===== config.mk =====
export PLATFORM = sky130hd
export DESIGN_NAME = counter_rr_sched
export DESIGN_NICKNAME = d
export VERILOG_FILES = /design/src/rtl/counter_rr_sched.sv
export SDC_FILE = /design/constraint.sdc
export NUM_CORES = 1
export LEC_CHECK = 0
export ABC_AREA = 1
export CORE_MARGIN = 2
export CORE_UTILIZATION = 48
export CTS_CLUSTER_SIZE = 16
export DETAILED_ROUTE_END_ITERATION = 7
export PLACE_DENSITY = 0.78
export SETUP_SLACK_MARGIN = 0.4
export SYNTH_ARGS = -nofsm -noshare
export SYNTH_HDL_FRONTEND = slang
export SYNTH_SLANG_ARGS = --single-unit

===== constraint.sdc =====
create_clock -name CLK -period 2.1 [get_ports CLK]
set_input_delay 0.42 -clock CLK [delete_from_list [all_inputs] [get_ports CLK]]
set_output_delay 0.42 -clock CLK [all_outputs]
set_load 0.03 [all_outputs]

===== src/rtl/counter_rr_sched.sv =====
// Round-robin scheduler sharing one up-counter among NREQ requesters.
// Grants one requester at a time, counts to its latched target, then pulses done.
module counter_rr_sched #(
   parameter int NREQ = 4,
   parameter int CW   = 4,
   parameter int IDW  = 2
) (
   input  logic                 CLK,
   input  logic                 CLR,
   input  logic [NREQ-1:0]      req,
   input  logic [NREQ*CW-1:0]   tgt,
   output logic [NREQ-1:0]      gnt,
   output logic [IDW-1:0]       gnt_id,
   output logic                 busy,
   output logic [NREQ-1:0]      done,
   output logic [CW-1:0]        COUNT
);

   typedef enum logic [1:0] {
      ST_IDLE = 2'd0,
      ST_RUN  = 2'd1,
      ST_DONE = 2'd2
   } state_e;

   state_e          state_q, state_d;
   logic [IDW-1:0]  ptr_q, ptr_d;
   logic [NREQ-1:0] gnt_q, gnt_d;
   logic [IDW-1:0]  gnt_id_q, gnt_id_d;
   logic [CW-1:0]   tgt_q, tgt_d;
   logic [CW-1:0]   count_q, count_d;
   logic [NREQ-1:0] done_q, done_d;
   logic            busy_q, busy_d;

   logic [CW-1:0]   tgt_s [NREQ];
   logic            sel_vld_s;
   logic [IDW-1:0]  sel_id_s;
   logic [IDW-1:0]  nxt_ptr_s;

   // Split the flat target bus into per-requester slices
   always_comb begin
      for (int i = 0; i < NREQ; i++) begin
         tgt_s[i] = tgt[i*CW +: CW];
      end
   end

   // Scan descending so the requester closest to ptr wins last
   always_comb begin : p_sel
      logic [IDW-1:0] idx;
      sel_vld_s = 1'b0;
      sel_id_s  = '0;
      idx       = '0;
      for (int k = NREQ - 1; k >= 0; k--) begin
         idx = IDW'((int'(ptr_q) + k) % NREQ);
         if (req[idx]) begin
            sel_vld_s = 1'b1;
            sel_id_s  = idx;
         end else begin
            sel_vld_s = sel_vld_s;
         end
      end
   end

   // Rotate priority past the requester just served
   always_comb begin
      if (gnt_id_q == IDW'(NREQ - 1)) begin
         nxt_ptr_s = '0;
      end else begin
         nxt_ptr_s = gnt_id_q + IDW'(1);
      end
   end

   // Next-state and output decode
   always_comb begin
      state_d  = state_q;
      ptr_d    = ptr_q;
      gnt_d    = gnt_q;
      gnt_id_d = gnt_id_q;
      tgt_d    = tgt_q;
      count_d  = count_q;
      done_d   = '0;
      case (state_q)
         ST_IDLE: begin
            if (sel_vld_s) begin
               gnt_d    = {{(NREQ-1){1'b0}}, 1'b1} << sel_id_s;
               gnt_id_d = sel_id_s;
               tgt_d    = tgt_s[sel_id_s];
               count_d  = '0;
               state_d  = ST_RUN;
            end else begin
               state_d  = ST_IDLE;
            end
         end
         ST_RUN: begin
            // Abort outranks a terminal match on the same edge
            if (!req[gnt_id_q]) begin
               gnt_d   = '0;
               ptr_d   = nxt_ptr_s;
               state_d = ST_IDLE;
            end else if (count_q == tgt_q) begin
               gnt_d   = '0;
               done_d  = gnt_q;
               state_d = ST_DONE;
            end else begin
               count_d = count_q + CW'(1);
            end
         end
         ST_DONE: begin
            ptr_d   = nxt_ptr_s;
            state_d = ST_IDLE;
         end
         default: begin
            gnt_d   = '0;
            state_d = ST_IDLE;
         end
      endcase
      busy_d = (state_d != ST_IDLE);
   end

   // State and registered outputs
   always_ff @(posedge CLK or posedge CLR) begin
      if (CLR) begin
         state_q  <= ST_IDLE;
         ptr_q    <= '0;
         gnt_q    <= '0;
         gnt_id_q <= '0;
         tgt_q    <= '0;
         count_q  <= '0;
         done_q   <= '0;
         busy_q   <= 1'b0;
      end else begin
         state_q  <= state_d;
         ptr_q    <= ptr_d;
         gnt_q    <= gnt_d;
         gnt_id_q <= gnt_id_d;
         tgt_q    <= tgt_d;
         count_q  <= count_d;
         done_q   <= done_d;
         busy_q   <= busy_d;
      end
   end

   assign gnt    = gnt_q;
   assign gnt_id = gnt_id_q;
   assign busy   = busy_q;
   assign done   = done_q;
   assign COUNT  = count_q;

endmodule


Yosys cells after proc, flatten, opt, wreduce, memory -nomap -nowiden:

Index checks and enable logic that the tools add are counted.

* output and inout bits: 15
* logic and storage cells: 78
* register bits: 23
* input port bits: 22

* mux-type cells: 39
* shifts and indexed selects: 1
* magnitude comparators: 6
* bitwise logic cells: 2
* reduce and logical (&&, ||, !) cells: 8
* $add $sub $neg: 5
* eq/ne operators: 9

Operators by type and width (number)
* two-way mux 4 bit: 11
* two-way mux 2 bit: 8
* < comparator 2 x 3 -> 1 bit, second input constant: 5
* one-hot mux 4 bit (3 select lines): 1
* binary-select mux 1 bit (select 2 bit): 5
* two-way mux 1 bit: 10
* binary-select mux 4 bit (select 2 bit): 1
* inequality test 2 bit, second input constant: 4
* one-hot mux 2 bit (2 select lines): 2
* one-hot mux 4 bit (2 select lines): 1
* nonzero test 2 bit: 3
* adder 2 x 1 -> 2 bit, second input constant: 2
* adder 2 bit, second input constant: 2
* adder 4 x 1 -> 4 bit, second input constant: 1
* equality test 2 bit, second input constant: 2
* equality test 4 bit: 1
* AND reduction 2 bit: 2
* AND reduction 4 bit: 1
* left shift 1 x 2 -> 4 bit, first input constant: 1
* >= comparator 3 bit, second input constant: 1
* inequality test 3 bit, second input constant: 1
* NOT 2 -> 3 bit: 1
* AND reduction 3 bit: 1
* equality test 2 x 1 -> 1 bit, second input constant: 1
* other kinds (2): 2

Logic depth before layout (Yosys ltp):

* word-level depth: 11
* depth in mapped cells: 16
* mapped depth without buffers: 14

Worst setup path before layout:

No wires, ideal clock.

* kind: register to register
* start: reg gnt_id_q[1] (netlist: gnt_id[1])
* end: reg count_q[3] (netlist: COUNT[3])
* required time: 1.980 ns
* data arrival time: 1.517 ns
* path buffers: 0
* clock period less this slack: 1.637 ns
* cell stages (with the launch flop): 12
* path slack: 0.463 ns
* library setup time: 0.120 ns
* path through: dfrtp_1 > inv_1 > a21oi_1 > o21ai_0 > nand2_1 > inv_1 > nor2_1 > nand2_1 > nand2_1 > nand2_1 > o21ai_0 > nor2_1

* longest elaborated chain between the ends: 4

Ends and longest elaborated chain
* from (decl): line 28 `logic [IDW-1:0] gnt_id_q, gnt_id_d;`
* from (signal assigned): line 134 `gnt_id_q <= gnt_id_d;`
* binary-select mux 1 bit (select 2 bit): line 95 `if (!req[gnt_id_q]) begin`
* two-way mux 1 bit (not written as such): line 95
* inequality test 2 bit (no line)
* AND reduction 4 bit (no line)
* to (signal assigned): line 136 `count_q <= count_d;`
* to (decl): line 30 `logic [CW-1:0] count_q, count_d;`

Every way passes these cells. The select of a mux whose other input is x is not followed.
A chain may end at the register's enable or synchronous reset.

Worst setup path in the final report:

* start: reg ptr_q[0]
* end: reg tgt_q[1]

* longest elaborated chain between the ends: 11
* elaborated cells between the ends (all ways): 24
* those cells by class: add/sub: 3; mux: 19; bitwise: 1; reduce/logical: 1

Ends and longest elaborated chain
* from (decl): line 26 `logic [IDW-1:0] ptr_q, ptr_d;`
* from (signal assigned): line 132 `ptr_q <= ptr_d;`
* adder 2 bit: line 53 `idx = IDW'((int'(ptr_q) + k) % NREQ);`
* binary-select mux 1 bit (select 2 bit): line 54 `if (req[idx]) begin`
* two-way mux 1 bit (not written as such): line 54
* two-way mux 2 bit (4 in series): line 54
* NOT 2 -> 3 bit (not written as such): line 86 `tgt_d = tgt_s[sel_id_s];`
* binary-select mux 4 bit (select 2 bit): line 86
* two-way mux 4 bit (not written as such) (2 in series): line 86
* to (signal assigned): line 135 `tgt_q <= tgt_d;`
* to (decl): line 29 `logic [CW-1:0] tgt_q, tgt_d;`

Several ways; a longest one is shown, not always the timed one. The select of a mux whose other input is x is not followed.

==> results.cfg <==
[worst_setup_path]
cp_cell_sequence = clkinv_4 > nand2_4 > nand2_4 > nand2_2 > nand3_4 > nand2_4 > nand2_8 > buf_6 > nand3_2 > nand2_1 > nand2_1 > nand2_1 > nand2_1 > nand2_1
critPathRequiredTime_ns = 2.33
crit_buf_inv = 2
critPathCaptureType = register
cp.arrival_ns = 1.89
max_stage_delay_ns = 0.47
worst_setup_path_start_kind = register
path_max_fanout = 7
path_depth = 14
critical-path-top-delay-family = simple AND/OR/NAND/NOR gates
rr_worst_depth = 14
crit_slowest_cell = dfrtp_2
crit_type = register to register
crit_top_cell = nand2_1

[cts]
tritoncts = done
clock_sinks = 23
cts_max_path_buffers = 2
cts_root_buf = clkbuf_4
clock_latency_ns = 0.32
ctsHoldBuffers = 0
cts_inserted_buffers = 3
h-tree-depth = 1
clk_pin_slew_ns = 0.14

[global_routing]
grt.total_usage_pct = 20.48
grt_pass1_vias = 1374
grt_pass1_wl_mm = 5.575
grt_start_max_net_pins = 24
grt-ovfl-total = 0
antenna_found_initial = 0

[sta]
layout_setup_ws_ns = 0.4372
finalHoldWorstSlack_ns = 0.4225
tightest_slew_ns = 0.3079
skew_ns = 0.01164
post-route-min-period_ns = 1.663
hold_viol = 0
timing.final.crit_share_pct = 79.18
slew_viol_final = 0
fmaxAchievable_ghz = 0.6014
setup_viol = 0
slew_headroom_pct = 79.56
rsz0062_at_grt = yes

[floorplan]
die_h_um = 58.61
coreArea_sq_mm = 0.002805
die-area_sq_mm = 0.003435
start_util_pct = 51.03
core.rowCount = 19
die_w_um = 58.61
ioPinCount = 37

[cells_and_area]
syn2layout_area_growth_pct = 45.72
stdcell_area_sq_mm = 0.002086
nFillCells = 218
antennaDiodeCount = 0
layout_commonest_cell = nand2_1
finalNetCount = 272
final_cell_mix = nand2_1, dfrtp_1, nand2_2
seq_area_sq_um = 578.1
multiInputGateArea_sq_um = 884.6
drive_gt1_share_pct = 27.94

[power_and_ir_drop]
power_density_mw_per_mm2 = 1662
power_mw = 3.466
leakagePower_nw = 1.098
ir_drop_mv = 0.8189

[placement]
gp_congestion = 0.7774
post-place-ws_ns = -0.04438
detailed_place_hpwl_mm = 2.427
placed_area_sq_mm = 0.001826
io_buffer_count = 36

[run]
cap_violations = 0

[logic_synthesis]
synth_area_sq_mm = 0.001431
ys_warn_count = 0
synth_area_leaders = dfrtp_1, nand2_1, nand2_2
synth.distinct_cells = 19
avgSynthCellArea_sq_um = 7.494
synth-seq-cells = 23
yosysTopAreaCell = dfrtp_1
synthesis.instances = 191
synth.top_cell.area_share_pct = 40.21
synth-seq-area-share_pct = 40.21
syn_nets = 215

[drt]
drc = 1
vias_per_cell = 5.302
drt_pass1_iterations = 6
drt_wl_total_mm = 3.736
wire_per_inst_um = 13.44
ant_nets = 0
num_vias = 1474
drt_iter0_drc = 52

[status]
violations = design-rule violations
status = complete, but fails checks

[min_path]
hp-class = input pin to asynchronous set/reset pin
metrics by stage:
stage	util, %	TNS (ns)	cells
2_1_floorplan	-	0	191
3_3_place_gp	65.08	0	260
3_5_place_dp	65.08	-0.04771	260
4_1_cts	67.62	0	270
5_1_grt	74.35	0	278
6_report	74.35	0	278
cells in the mapped netlist, drive strengths merged:
library cell	number
a21oi	6
buf	3
o21ai	12
nand3	17
ha	2
and3	1
xnor2	4
dfrtp	23
inv	20
o211ai	2
nor2	14
nand2	86
nand4	1
final timing paths:
check	from	end	slack, ns
max in group asynchronous	CLR	ptr_q[0]$_DFFE_PP0P_	1.42
hold / removal	CLR	done[1]$_DFF_PP0_	0.42
min in group CLK	tgt_q[0]$_DFFE_PP0P_	tgt_q[0]$_DFFE_PP0P_	0.52
setup reg to reg	ptr_q[0]$_DFFE_PP0P_	tgt_q[1]$_DFFE_PP0P_	0.44
hold reg to reg	tgt_q[0]$_DFFE_PP0P_	tgt_q[0]$_DFFE_PP0P_	0.52
setup / recovery	ptr_q[0]$_DFFE_PP0P_	tgt_q[1]$_DFFE_PP0P_	0.44
layout make-up:
type / instances / area share [%]
timing repair buffer: 52 / 22.86
clock inverter: 1 / 0.2400
sequential: 23 / 27.71
tap: 31 / 1.860
clock buffer: 3 / 1.080
inverter: 20 / 3.839
multi-input combinational: 148 / 42.41
kinds of logic (layout without fill, tap and decap cells):
kind of cell    after synthesis  count (layout)  synth area share (%)
compound gates               20              20                 7.343
xor+xnor                      4               4                 2.447
fa+ha+maj                     2               2                 1.748
buf+inv                      23              76                 8.567
flops                        23              23                 40.21
simple gates                119             122                 39.68
routing by layer:
metal / vias to the layer above / global-route usage [%] / wire [um]
met5: - / 0 / 0
met4: 0 / 3.247 / 70
met3: 10 / 4.176 / 153
met2: 53 / 37.88 / 1898
met1: 693 / 24.96 / 1615
li1: 718 / - / -
flip-flops by register name (all words and copies together) (netlist names):
name	flops
COUNT	4
busy	1
done	4
gnt	4
gnt_id	2
ptr_q	2
state_q	2
tgt_q	4
worst min-delay path, stage by stage:
cell and delay [ns]:
clkdlybuf4s50_1 0.40, inv_1 0.05, buf_4 0.28
power breakdown:
| part | switching, mW | total [mW] | internal (mW) |
|---|---|---|---|
| Clock | 0.140 | 0.211 | 0.0713 |
| Combinational | 1.50 | 2.47 | 0.967 |
| Sequential | 0.176 | 0.789 | 0.612 |
timing repair:
item / in CTS / in global routing
pin swaps: 2 / 15
endpoints found under the setup margin: 33 / 20
gates resized for setup: 25 / 38
gates cloned: 1 / 2
buffers inserted: 5 / 6
Power figures use the tool's default switching activity.
